**config.mk**
```make
export PLATFORM = sky130hd
export DESIGN_NAME = imem_loader
export DESIGN_NICKNAME = d
export VERILOG_FILES = /design/src/rtl/imem_loader.sv
export SDC_FILE = /design/constraint.sdc
export NUM_CORES = 1
export LEC_CHECK = 0
export ABC_AREA = 1
export CORE_UTILIZATION = 52
export CTS_BUF_LIST = sky130_fd_sc_hd__clkbuf_8 sky130_fd_sc_hd__clkbuf_16
export DETAILED_ROUTE_END_ITERATION = 10
export GPL_TIMING_DRIVEN = 0
export PLACE_DENSITY = 0.83
export SETUP_SLACK_MARGIN = 0.2
export SLEW_MARGIN = 10
export SYNTH_ARGS = -nofsm -noshare
export SYNTH_HDL_FRONTEND = slang
export SYNTH_SLANG_ARGS = --single-unit
```
**constraint.sdc**
```tcl
create_clock -name clk -period 2.33 [get_ports clk]
set_input_delay 0.699 -clock clk [delete_from_list [all_inputs] [get_ports clk]]
set_output_delay 0.699 -clock clk [all_outputs]
set_load 0.1 [all_outputs]
```
**src/rtl/imem_loader.sv**
```systemverilog
// -----------------------------------------------------------------------------
// imem_loader
//   Writable instruction memory. A host streams a program in, one byte per
//   transfer. The core fetches through a combinational read port.
//
//   Handshake: a byte is taken on a rising edge when in_valid && in_ready.
//   in_ready is high only in LOAD. It does not depend on in_valid. The host
//   holds in_data stable while in_valid is high and the byte is not taken.
//
//   Ports
//     clk, reset_n        clock and synchronous active-low reset
//     load_start/load_len begin a load of load_len bytes (accepted in IDLE)
//     load_abort          abandon an in-progress load
//     in_data/in_valid    byte stream from host; in_ready = accept
//     busy, done, error   status; done pulses once per completed load
//     load_count          bytes written by the current or last load
//     checksum            byte sum of the current or last load (optional)
//     rd_address          fetch address in
//     rd_instruction      fetch data out (combinational)
//     state_dbg           encoded FSM state: 0 IDLE, 1 LOAD, 2 DONE
//
//   Optional build macro: IMEM_LOADER_CHECKSUM_EN enables the checksum adder.
//   When the macro is undefined, checksum is tied to zero.
// -----------------------------------------------------------------------------
module imem_loader #(
   parameter int DEPTH  = 32,
   parameter int ADDR_W = 8,
   parameter int DATA_W = 8
) (
   input  logic              clk,
   input  logic              reset_n,
   input  logic              load_start,
   input  logic [ADDR_W-1:0] load_len,
   input  logic              load_abort,
   input  logic [DATA_W-1:0] in_data,
   input  logic              in_valid,
   output logic              in_ready,
   output logic              busy,
   output logic              done,
   output logic              error,
   output logic [ADDR_W-1:0] load_count,
   output logic [DATA_W-1:0] checksum,
   input  logic [ADDR_W-1:0] rd_address,
   output logic [DATA_W-1:0] rd_instruction,
   output logic [1:0]        state_dbg
);

   localparam int IDX_W = (DEPTH > 1) ? $clog2(DEPTH) : 1;
   // DEPTH is held one bit wider than an address, so DEPTH == 2**ADDR_W still compares correctly.
   localparam logic [ADDR_W:0] DEPTH_W = (ADDR_W+1)'(DEPTH);

   typedef enum logic [1:0] {
      IDLE = 2'd0,
      LOAD = 2'd1,
      DONE = 2'd2
   } state_t;

   state_t            state_q, state_d;
   logic [ADDR_W-1:0] len_q, len_d;
   logic [ADDR_W-1:0] wr_ptr_q, wr_ptr_d;
   logic [ADDR_W-1:0] load_count_q, load_count_d;
   logic              error_q, error_d;
   logic [DATA_W-1:0] mem_q [DEPTH];
   logic [DATA_W-1:0] mem_d [DEPTH];
   logic              xfer;
   logic              len_ok;

   assign len_ok = (load_len != '0) && ({1'b0, load_len} <= DEPTH_W);
   assign xfer   = (state_q == LOAD) && in_valid && !load_abort;

   always_comb begin
      state_d      = state_q;
      len_d        = len_q;
      wr_ptr_d     = wr_ptr_q;
      load_count_d = load_count_q;
      error_d      = error_q;
      mem_d        = mem_q;
      unique case (state_q)
         IDLE: begin
            if (load_start) begin
               if (len_ok) begin
                  len_d        = load_len;
                  wr_ptr_d     = '0;
                  load_count_d = '0;
                  error_d      = 1'b0;
                  state_d      = LOAD;
               end else begin
                  error_d = 1'b1;
               end
            end
         end
         LOAD: begin
            // Abort takes priority: a byte offered in the abort cycle is dropped.
            if (load_abort) begin
               state_d = IDLE;
            end else if (in_valid) begin
               mem_d[wr_ptr_q[IDX_W-1:0]] = in_data;
               wr_ptr_d     = wr_ptr_q + 1'b1;
               load_count_d = load_count_q + 1'b1;
               if (wr_ptr_q == len_q - 1'b1) state_d = DONE;
            end
         end
         DONE:    state_d = IDLE;
         default: state_d = IDLE;
      endcase
   end

   always_ff @(posedge clk) begin
      if (!reset_n) begin
         state_q      <= IDLE;
         len_q        <= '0;
         wr_ptr_q     <= '0;
         load_count_q <= '0;
         error_q      <= 1'b0;
         mem_q        <= '{default: '0};
      end else begin
         state_q      <= state_d;
         len_q        <= len_d;
         wr_ptr_q     <= wr_ptr_d;
         load_count_q <= load_count_d;
         error_q      <= error_d;
         mem_q        <= mem_d;
      end
   end

`ifdef IMEM_LOADER_CHECKSUM_EN
   logic [DATA_W-1:0] checksum_q, checksum_d;

   always_comb begin
      checksum_d = checksum_q;
      if (state_q == IDLE && load_start && len_ok) checksum_d = '0;
      else if (xfer)                                checksum_d = checksum_q + in_data;
   end

   always_ff @(posedge clk) begin
      if (!reset_n) checksum_q <= '0;
      else          checksum_q <= checksum_d;
   end

   assign checksum = checksum_q;
`else
   assign checksum = '0;
`endif

   // Addresses outside the array read as zero so a runaway fetch sees a known value.
   always_comb begin
      rd_instruction = '0;
      if ({1'b0, rd_address} < DEPTH_W) rd_instruction = mem_q[rd_address[IDX_W-1:0]];
   end

   assign in_ready   = (state_q == LOAD);
   assign busy       = (state_q == LOAD);
   assign done       = (state_q == DONE);
   assign error      = error_q;
   assign load_count = load_count_q;
   assign state_dbg  = state_q;

endmodule
```
## After elaboration in Yosys (flattened, before gate mapping)

Index checks and enable logic that the tools add are counted.

- Eq/ne operators: 9
- $add $sub $neg: 3
- Reduce and logical (&&, ||, !) cells: 10
- Bitwise logic cells: 3
- $lt $le $gt $ge: 5
- Multiplexer cells: 22

Operator list:

| operator | count |
|---|---|
| $bwmux 256 | 1 |
| $mux 8 | 10 |
| $bmux 8 s5 | 1 |
| $demux 8 s5 | 1 |
| $pmux 8 s2 | 2 |
| $add 8x1->8 const B | 2 |
| $ge 6x6->1 const B | 2 |
| $not 5->6 | 2 |
| $mux 2 | 5 |
| $eq 8x8->1 | 1 |
| $le 8x6->1 const B | 1 |
| $lt 8x6->1 const B | 1 |
| $ne 2x2->1 const B | 4 |
| $reduce_bool 8->1 | 1 |
| $sub 8x1->8 const B | 1 |
| $lt 6x1->1 const B | 1 |
| $reduce_and 3->1 | 2 |
| $reduce_and 5->1 | 1 |
| $pmux 2 s2 | 1 |
| $reduce_and 4->1 | 1 |
| $ne 3x2->1 const B | 1 |
| $ne 3x3->1 const B | 1 |
| $eq 2x1->1 const B | 1 |
| $eq 2x2->1 const B | 1 |
| 6 further kinds | 7 |

- Input bits: 29
- Flip-flop bits (word level): 283

## Logic depth before layout (Yosys ltp)

Gate-level depths: netlist of the first run.

- Word-level depth: 6
- Gate-level depth with buffers: 13
- Mapped depth without buffers: 13

## Worst setup path after synthesis of the first run

OpenSTA, ideal clock, no wires.

- Kind: input-to-output
- Start: in rd_address[0]
- End: out rd_instruction[1]
- Stages: 10
- Arrival: 2.946 ns
- Data required time: 1.631 ns
- Path slack: -1.315 ns
- Buffers on the path: 3
- Path through: buf_4 > inv_1 > buf_4 > buf_2 > o21ai_0 > o211ai_1 > o21ai_0 > nor2_1 > nor2_1 > nor2_1

- Longest elaborated chain between the ends: 5

RTL lines:

| what | RTL line | source |
|---|---|---|
| from (decl) | 43 | `input logic [ADDR_W-1:0] rd_address,` |
| $not 5->6 (not written as such) | 148 | `if ({1'b0, rd_address} < DEPTH_W) rd_instruction = mem_q[rd_address[IDX_W-1:0]];` |
| $bmux 8 s5 | 148 |  |
| $mux 8 (not written as such) (2 in a row) | 148 |  |
| $mux 8 * | 148 |  |
| to (decl) | 44 | `output logic [DATA_W-1:0] rd_instruction,` |

Every way passes the cells marked *; elsewhere a longest branch is shown, timed or not. The select of a mux whose other input is x is not followed.

## Final worst setup path of the first run

- Start: in rd_address[0]
- End: out rd_instruction[6]

Same word-level chain as after synthesis.

==> out/metrics.cfg, run 1 <==
[run_status]
status=complete, but fails checks
violations=setup timing

[die]
die_w_um=161
core_region_area_um2=24500
die-area_um2=25800
initial_core_util_pct=53.3
fp.dieH_um=161
boundaryPins=59
fp-row-count=57

[route]
wl_met1_um=17700
firstDrtPassIters=8
viasPerCell=5.90
wl_per_cell_um=19.1
ant_nets=0
vias=14400
drc_errors=0
drt_iter0_markers=1965
met2WireLength_um=20200
highest_layer=met4
routed_wl_um=46700
route.met3.wl_um=5730

[yosys]
synth_area_leader_cell=dfxtp_1
synth_area_leaders=dfxtp_1 (43%), nor2_1 (17%), o21ai_0 (12%)
yosysSeqAreaShare_pct=43.3
syn_area_per_cell_um2=6.57
ys_ff_latch=283
ys_types=31
ys_warn_count=0
synth_cells=1991
netlist_area_um2=13100
synth_top_area_share_pct=43.3

[hold_path]
hp-class=flop to flop
whs_endpoint=len_q[7]
hold_depth=2
worstHoldStart=len_q[7]

[grt]
grt_pass1_wl_um=70800
grt_pass1_vias=13100
grt_max_degree=15
globalRouteOverflowTotal=0
track_usage_pct=35.0
antenna_found_initial=0

[sta]
fmax_mhz=346
setup_violations=8
max_slew_margin_pct=52.3
hold_viol=0
fin_crit_ps=2890
tns_ps=-4360
period_share_pct=124
clock_skew_ps=14.6
slew_viol_final=0
timing.hold.ws_ps=447
fin_ws_ps=-560
rsz0062_at_grt=yes
worst_pin_slew_ps=715

[layout]
layout-area-overhead-vs-synth_pct=25.2
nNetsFinal=2129
finalInstanceArea_um2=16400
drive_gt1_share_pct=15.3
final_util_pct=66.8
diodes=0

[clock_tree]
clock_latency_ps=570
ctsLongestPathBuffers=3
cts_tree=built
clock-root-buffer=clkbuf_16
cts_inserted_buffers=29
cts_max_level=1
postCtsHoldBufs=0
clkSlewWorstSetupHoldPaths_ps=60
cts_sinks=283

[power]
leakagePower_uw=0.00627
power.density_nw_per_um2=665
ir_drop_mv=0.695

[setup_path]
r2r_end=mem_q[128]
cpMostUsedCell=buf_12
required_ps=1630
r2r_start=state_dbg[0]
rr_worst_depth=10
max_stage_delay_ps=260
reg2reg_slack_ps=270
crit_path_top_delay_cell=o22ai_2
crit_chain=buf_12 > clkinv_8 > buf_16 > buf_8 > nor2_1 > o22ai_2 > nand2_1 > a21oi_2 > nor2_2 > nor2_4 > buf_12
critical-path-top-delay-family=buffers and inverters
path_max_fanout=7
critPathBufInv=5
critPathKind=input pin to output pin
endpoint_kind=output pin
critPathLaunchType=input pin
cp.arrival_ps=2190

[job]
maxCapViolations=0

[placement]
port_buffers=46
placed_area_um2=14200
gp_congestion=0.979
dp_hpwl_um=31200

[placed cells by master (no fill, tap or decap), drive strengths merged, types with 22 or more instances in the layout]
| master | n |
|---|---|
| a21oi | 67 |
| buf | 83 |
| clkbuf | 122 |
| clkdlybuf4s50 | 22 |
| dfxtp | 283 |
| inv | 70 |
| nand2 | 326 |
| nand3 | 147 |
| nor2 | 599 |
| o21ai | 310 |
[Yosys cell counts]
cell type	n
nand2_1	324
nor2_1	594
conb_1	1
buf_6	1
nor2_4	3
o211ai_1	3
nor3b_1	3
nor2_2	1
xor2_1	7
inv_1	52
xnor2_1	5
nor3_1	10
inv_2	17
nand2_2	2
nand4_1	2
clkbuf_1	86
o22ai_1	8
a31o_2	1
nor2_8	1
buf_1	3
buf_4	12
or2_2	1
clkinv_2	7
a21oi_1	67
nand3_1	147
a22oi_1	2
o31ai_1	8
ha_1	6
o21ai_0	310
buf_2	24
dfxtp_1	283
[registers in the layout (all words and copies together), names as in the netlist]
register    cells
state_dbg       2
load_count      8
mem_q         256
wr_ptr_q        8
len_q           8
error           1
[metal layers]
layer / global-route usage, % / vias up
li1: - / 6646
met5: 0 / -
met1: 45.4 / 6568
met2: 55.3 / 951
met3: 6.30 / 222
met4: 18.8 / 0
[final cells by class]
| type | count | area [µm²] |
|---|---|---|
| flip-flops and latches | 283 | 5670 |
| inverters | 76 | 318 |
| fillers | 2024 | 8150 |
| clock inverters | 14 | 135 |
| clock buffers | 38 | 850 |
| plain buffers | 126 | 1000 |
| well taps | 324 | 405 |
| repair buffers | 65 | 840 |
| multi-input cells | 1513 | 7160 |
[stage by stage]
stage | total power, µW | setup WS (ps) | instances
2_1_floorplan | 5610 | -433 | 1998
3_3_place_gp | 5930 | -2280 | 2368
3_5_place_dp | 5940 | -2280 | 2368
4_1_cts | 10800 | -491 | 2430
5_1_grt | 11100 | -578 | 2439
6_report | 10900 | -560 | 2439
[cells by family after synthesis]
family,count (synthesis),share of synthesized area [%]
and+or+nand+nor,1088,33.2
AOI/OAI and AO/OA,399,15.6
adders and majority gates,6,0.574
buffers and inverters,202,6.49
xor gates and xnor gates,12,0.803
DFF,283,43.3
other,1,0.0287
[where the power goes]
group,total [µW],internal [µW],switching (µW),leakage (µW)
sequential,4850,4840,9.15,0.00228
clock,4790,2780,2010,0.000503
combinational,1240,403,840,0.00349
[worst max path at each step]
stage,depth (start not counted),end,slack [ps],startpoint
2_1_floorplan,12,rd_instruction[6],-430,rd_address[0]
3_3_place_gp,8,rd_instruction[3],-2280,rd_address[2]
3_5_place_dp,8,rd_instruction[3],-2280,rd_address[2]
4_1_cts,8,rd_instruction[6],-490,rd_address[2]
5_1_grt,12,rd_instruction[1],-580,rd_address[0]
6_report,11,rd_instruction[6],-560,rd_address[0]
[what timing repair did]
action                     in CTS  in global routing
gates cloned                    4                  2
pin swaps                      35                 33
setup endpoints to repair      86                252
gates resized for setup       316                 85
setup buffers                   6                  7
[tightest hold or removal path, stage by stage, from the launching register on]
cell	delay (ps)
dfxtp_1	320
inv_1	50
nor2_1	40
Power figures use the tool's default switching activity.
==> run 2: changes to the inputs <==
--- a/config.mk
+++ b/config.mk
@@ -6,11 +6,11 @@
 export NUM_CORES = 1
 export LEC_CHECK = 0
 export ABC_AREA = 1
-export CORE_UTILIZATION = 52
+export CORE_UTILIZATION = 45
 export CTS_BUF_LIST = sky130_fd_sc_hd__clkbuf_8 sky130_fd_sc_hd__clkbuf_16
 export DETAILED_ROUTE_END_ITERATION = 10
 export GPL_TIMING_DRIVEN = 0
-export PLACE_DENSITY = 0.83
+export PLACE_DENSITY = 0.75
 export SETUP_SLACK_MARGIN = 0.2
 export SLEW_MARGIN = 10
 export SYNTH_ARGS = -nofsm -noshare
==> run 2 against run 1 <==
Compared with the run above: the run still ends with setup timing left; critical path depth did not move; hold slack improved by 5.1 ps; non-clock buffer count fell by 3; clock power rose by 2%; combinational power barely moved; utilization fell by 9.7 points; register-to-register slack improved by 40 ps; fmax fell by 0.28%; sequential share of layout area rose by 0.12 points; flip-flop and latch count did not move.
==> out/metrics.cfg, run 2 (synthesis results as in run 1) <==
[run_status]
status=complete, but fails checks
violations=setup timing

[route]
ant_nets=0
firstDrtPassIters=6
viasPerCell=5.64
drt_iter0_markers=1657
wl_per_cell_um=18.4
drc_errors=0
routed_wl_um=45900
vias=14100

[grt]
track_usage_pct=29.4
grt_pass1_wl_um=69500
grt_max_degree=15
globalRouteOverflowTotal=0
grt_pass1_vias=12800
antenna_found_initial=0

[sta]
timing.hold.ws_ps=452
setup_violations=8
clock_skew_ps=19.2
period_share_pct=124
rsz0062_at_grt=yes
fin_ws_ps=-568
fmax_mhz=345
hold_viol=0
slew_viol_final=0
fin_crit_ps=2900
tns_ps=-4280
worst_pin_slew_ps=766
max_slew_margin_pct=48.9

[setup_path]
r2r_start=state_dbg[1]
critPathLaunch=rd_address[0]
critPathKind=input pin to output pin
r2r_end=mem_q[64]
critPathBufInv=5
endpoint_kind=output pin
worst-path-stages=11
crit_chain=buf_12 > clkinv_8 > buf_16 > buf_12 > nor2_1 > o22ai_2 > nand2_2 > a21oi_2 > nor2_2 > nor2_4 > buf_12
cp.arrival_ps=2200
path_max_fanout=8
critPathLaunchType=input pin
cpMostUsedCell=buf_12
max_stage_delay_ps=240
crit_path_top_delay_cell=o22ai_2
critical_path.endpoint=rd_instruction[4]
rr_worst_depth=10
required_ps=1630
reg2reg_slack_ps=310
critical-path-top-delay-family=buffers and inverters

[die]
die_w_um=173
die-area_um2=29800
boundaryPins=59
initial_core_util_pct=45.7
fp-row-count=62
core_region_area_um2=28600
fp.dieH_um=173

[placement]
placed_area_um2=14300
port_buffers=46
dp_hpwl_um=31300
gp_congestion=0.992
dp.cells=2428

[hold_path]
hold_depth=2
hp-class=flop to flop

[power]
leakagePower_uw=0.00619
ir_drop_mv=0.414
power_uw=10900
power.density_nw_per_um2=671

[clock_tree]
clkSlewWorstSetupHoldPaths_ps=50
cts_inserted_buffers=30
ctsLongestPathBuffers=3
clock-root-buffer=clkbuf_16
cts_sinks=283
postCtsHoldBufs=0
cts_tree=built
cts_max_level=1
clock_latency_ps=570

[layout]
final_cells=2497
mostFrequentLayoutCells=nor2_1 (572), nand2_1 (304), o21ai_0 (292)
mostFrequentLayoutCell=nor2_1
finalInstanceArea_um2=16300
largest-register=mem_q
drive_gt1_share_pct=14.1
nNetsFinal=2127
regArea_um2=5670
diodes=0
n_fill_cell=2677
multiInputGateArea_um2=7100
layout-area-overhead-vs-synth_pct=24.7
largest_register_ffs=256

[job]
maxCapViolations=0

## run 2: cell types whose count changed in the layout (fill, tap and decap cells not counted), sizes merged
cell           previous run  this run
buf                      83        78
inv                      70        76
clkinv                   17        12
bufinv                    2         3
bufbuf                    1         0
clkinvlp                  1         2
clkdlybuf4s15             0         1
## run 2: how the worst min path moves through the flow
stage,from,slack [ps],end
after floorplan,len_q[7],420,len_q[7]
after global placement,len_q[7],430,len_q[7]
after detailed placement,len_q[7],440,len_q[7]
after CTS,len_q[7],450,len_q[7]
after global routing,len_q[7],470,len_q[7]
final,len_q[7],450,len_q[7]
## run 2: final cells by class
class,instances,area share [%]
multi-input cells,1513,43.5
plain buffers,126,5.86
flip-flops and latches,283,34.7
clock inverters,17,0.966
inverters,76,1.95
well taps,384,2.94
repair buffers,62,4.86
clock buffers,36,5.17
## run 2: where the power goes
group / internal, µW / switching [µW] / leakage, µW
logic: 387 / 830 / 0.00339
registers: 4850 / 8.92 / 0.00228
clock network: 2880 / 2000 / 0.000523
total: 8110 / 2840 / 0.00619
## run 2: metal layers
metal  track usage (%)  routed length (µm)
met5                 0                   0
met4              15.9                2510
met3              5.91                4860
met2              46.9               20400
met1              37.5               18200
## run 2: repair_timing
| action | 4_1_cts | 5_1_grt |
|---|---|---|
| pin swaps | 24 | 50 |
| setup endpoints to repair | 86 | 131 |
| gates cloned | 3 | 3 |
| resized for setup | 279 | 95 |
| setup buffers | 3 | 7 |
## run 2: through the flow
step / util, % / setup slack, ps
2_1_floorplan: - / -433
3_3_place_gp: 49.9 / -2330
3_5_place_dp: 49.9 / -2330
4_1_cts: 55.5 / -500
5_1_grt: 57.0 / -601
6_report: 57.0 / -568
## run 2: worst min-delay path, stage by stage, from the launching register on
cell	delay, ps
dfxtp_1	320
inv_1	50
nor2_1	40
==> run 3: changes to the inputs <==
--- a/config.mk
+++ b/config.mk
@@ -6,6 +6,7 @@
 export NUM_CORES = 1
 export LEC_CHECK = 0
 export ABC_AREA = 1
+export CORE_MARGIN = 2
 export CORE_UTILIZATION = 45
 export CTS_BUF_LIST = sky130_fd_sc_hd__clkbuf_8 sky130_fd_sc_hd__clkbuf_16
 export DETAILED_ROUTE_END_ITERATION = 10
==> run 3 against run 2 <==
Compared with the run above: the flow still finishes with violations (setup timing); flip-flop and latch count is the same; register-to-register slack is essentially flat; fmax grew 0.48%; critical endpoint is now rd_instruction[5]; largest cell class unchanged; largest power group unchanged.
==> out/metrics.cfg, run 3 (synthesis results as in run 1) <==
[setup_path]
required_ps=1630
path_max_fanout=10
critPathLaunchType=input pin
r2r_start=wr_ptr_q[0]
reg2reg_slack_ps=300
cp.arrival_ps=2190
critPathLaunch=rd_address[1]
critPathKind=input pin to output pin
rr_worst_depth=9
endpoint_kind=output pin
r2r_end=mem_q[254]

[power]
p_comb_share_pct=10.9
p_clk_share_pct=46.4
seqPwrFrac_pct=42.6
leakagePower_uw=0.00627
power.density_nw_per_um2=688
p_int_uw=8440
p_switching_uw=2950
switching_share_pct=25.9
power_uw=11400
ir_drop_mv=0.597

[route]
ant_nets=0
wl_met1_um=18900
drt_iter0_markers=1709
viasPerCell=5.61
wl_per_cell_um=19.0
met2WireLength_um=21100
firstDrtPassIters=6
vias=14100
highest_layer=met4
route.met3.wl_um=5200
drc_errors=0
routed_wl_um=47600

[hold_path]
hold_depth=2
hp-class=flop to flop
whs_endpoint=mem_q[159]
worstHoldStart=mem_q[159]

[sta]
hold_viol=0
fin_ws_ps=-554
rsz0062_at_grt=yes
tns_ps=-4110
max_slew_margin_pct=48.6
slew_viol_final=0
fin_crit_ps=2880
worst_pin_slew_ps=771
clock_skew_ps=22.9
fmax_mhz=347
period_share_pct=124
setup_violations=8

[clock_tree]
clock_latency_ps=580
cts_sinks=283
cts_max_level=1
clkSlewWorstSetupHoldPaths_ps=60
postCtsHoldBufs=0
cts_tree=built
clock-root-buffer=clkbuf_16
cts_inserted_buffers=31
ctsLongestPathBuffers=3

[grt]
grt_pass1_vias=12900
grt_pass1_wl_um=70500
grt_max_degree=16
globalRouteOverflowTotal=0
track_usage_pct=29.3
antenna_found_initial=0

[placement]
gp_congestion=0.968
pre_cts_ws_ps=-2350
port_buffers=46
dp_hpwl_um=31600
placed_area_um2=14300

[die]
core_region_area_um2=28700
fp.dieH_um=175
die_w_um=175
initial_core_util_pct=45.6
die-area_um2=30500
boundaryPins=59
fp-row-count=62

[run_status]
violations=setup timing
status=complete, but fails checks

[layout]
finalInstanceArea_um2=16500
drive_gt1_share_pct=14.6
mostFrequentLayoutCells=nor2_1 (569), nand2_1 (313), o21ai_0 (295)
largest_register_ffs=256
mostFrequentLayoutCell=nor2_1
layout-area-overhead-vs-synth_pct=26.3
nNetsFinal=2134
final_util_pct=57.6
largest-register=mem_q

[job]
maxCapViolations=0

## run 3: how the worst max path moves through the flow
stage | to | slack [ps] | cells after the start
after floorplan | rd_instruction[6] | -430 | 12
after global placement | rd_instruction[3] | -2380 | 8
after detailed placement | rd_instruction[3] | -2350 | 8
after CTS | rd_instruction[5] | -510 | 8
after global routing | rd_instruction[0] | -560 | 13
final | rd_instruction[5] | -550 | 9
## run 3: critical path, cell delays in order
cell and delay, ps:
buf_4 170, buf_6 190, buf_4 230, a21oi_2 60, o31ai_1 290, nand2_1 150
nor2_4 160, nor2_4 60, buf_12 160
## run 3: timing repair
action,CTS,global route
resized for setup,267,104
buffers inserted,3,8
setup endpoints to repair,72,78
pin swaps,11,50
cloned,2,9
## run 3: per-layer routing
layer  global-route usage, %  vias up
met2                    46.3      783
met1                    37.5     6455
met3                    7.04      178
li1                        -     6650
met4                    14.9        0
met5                       0        -
## run 3: power by group through the flow
stage	sequential, µW	clock, µW	combinational (µW)
5_1_grt	4850	5450	1300
3_5_place_dp	4960	0	992
4_1_cts	4860	5240	1090
2_1_floorplan	4980	0	627
3_3_place_gp	4960	0	982
6_report	4850	5280	1240
## run 3: cell type report
type                    instances  area, µm²
diodes                          1       2.50
repair buffers                 68        911
clock buffers                  38        872
plain buffers                 126        961
well taps                     384        480
multi-input cells            1513       7100
flip-flops and latches        283       5670
clock inverters                18        220
fillers                      2685      12200
inverters                      76        320
## run 3: per-stage QoR
stage / instances / hold WS [ps]
floorplan: 1998 / 422
global placement: 2428 / 434
detailed placement: 2428 / 436
CTS: 2489 / 453
global route: 2506 / 472
finish: 2507 / 454
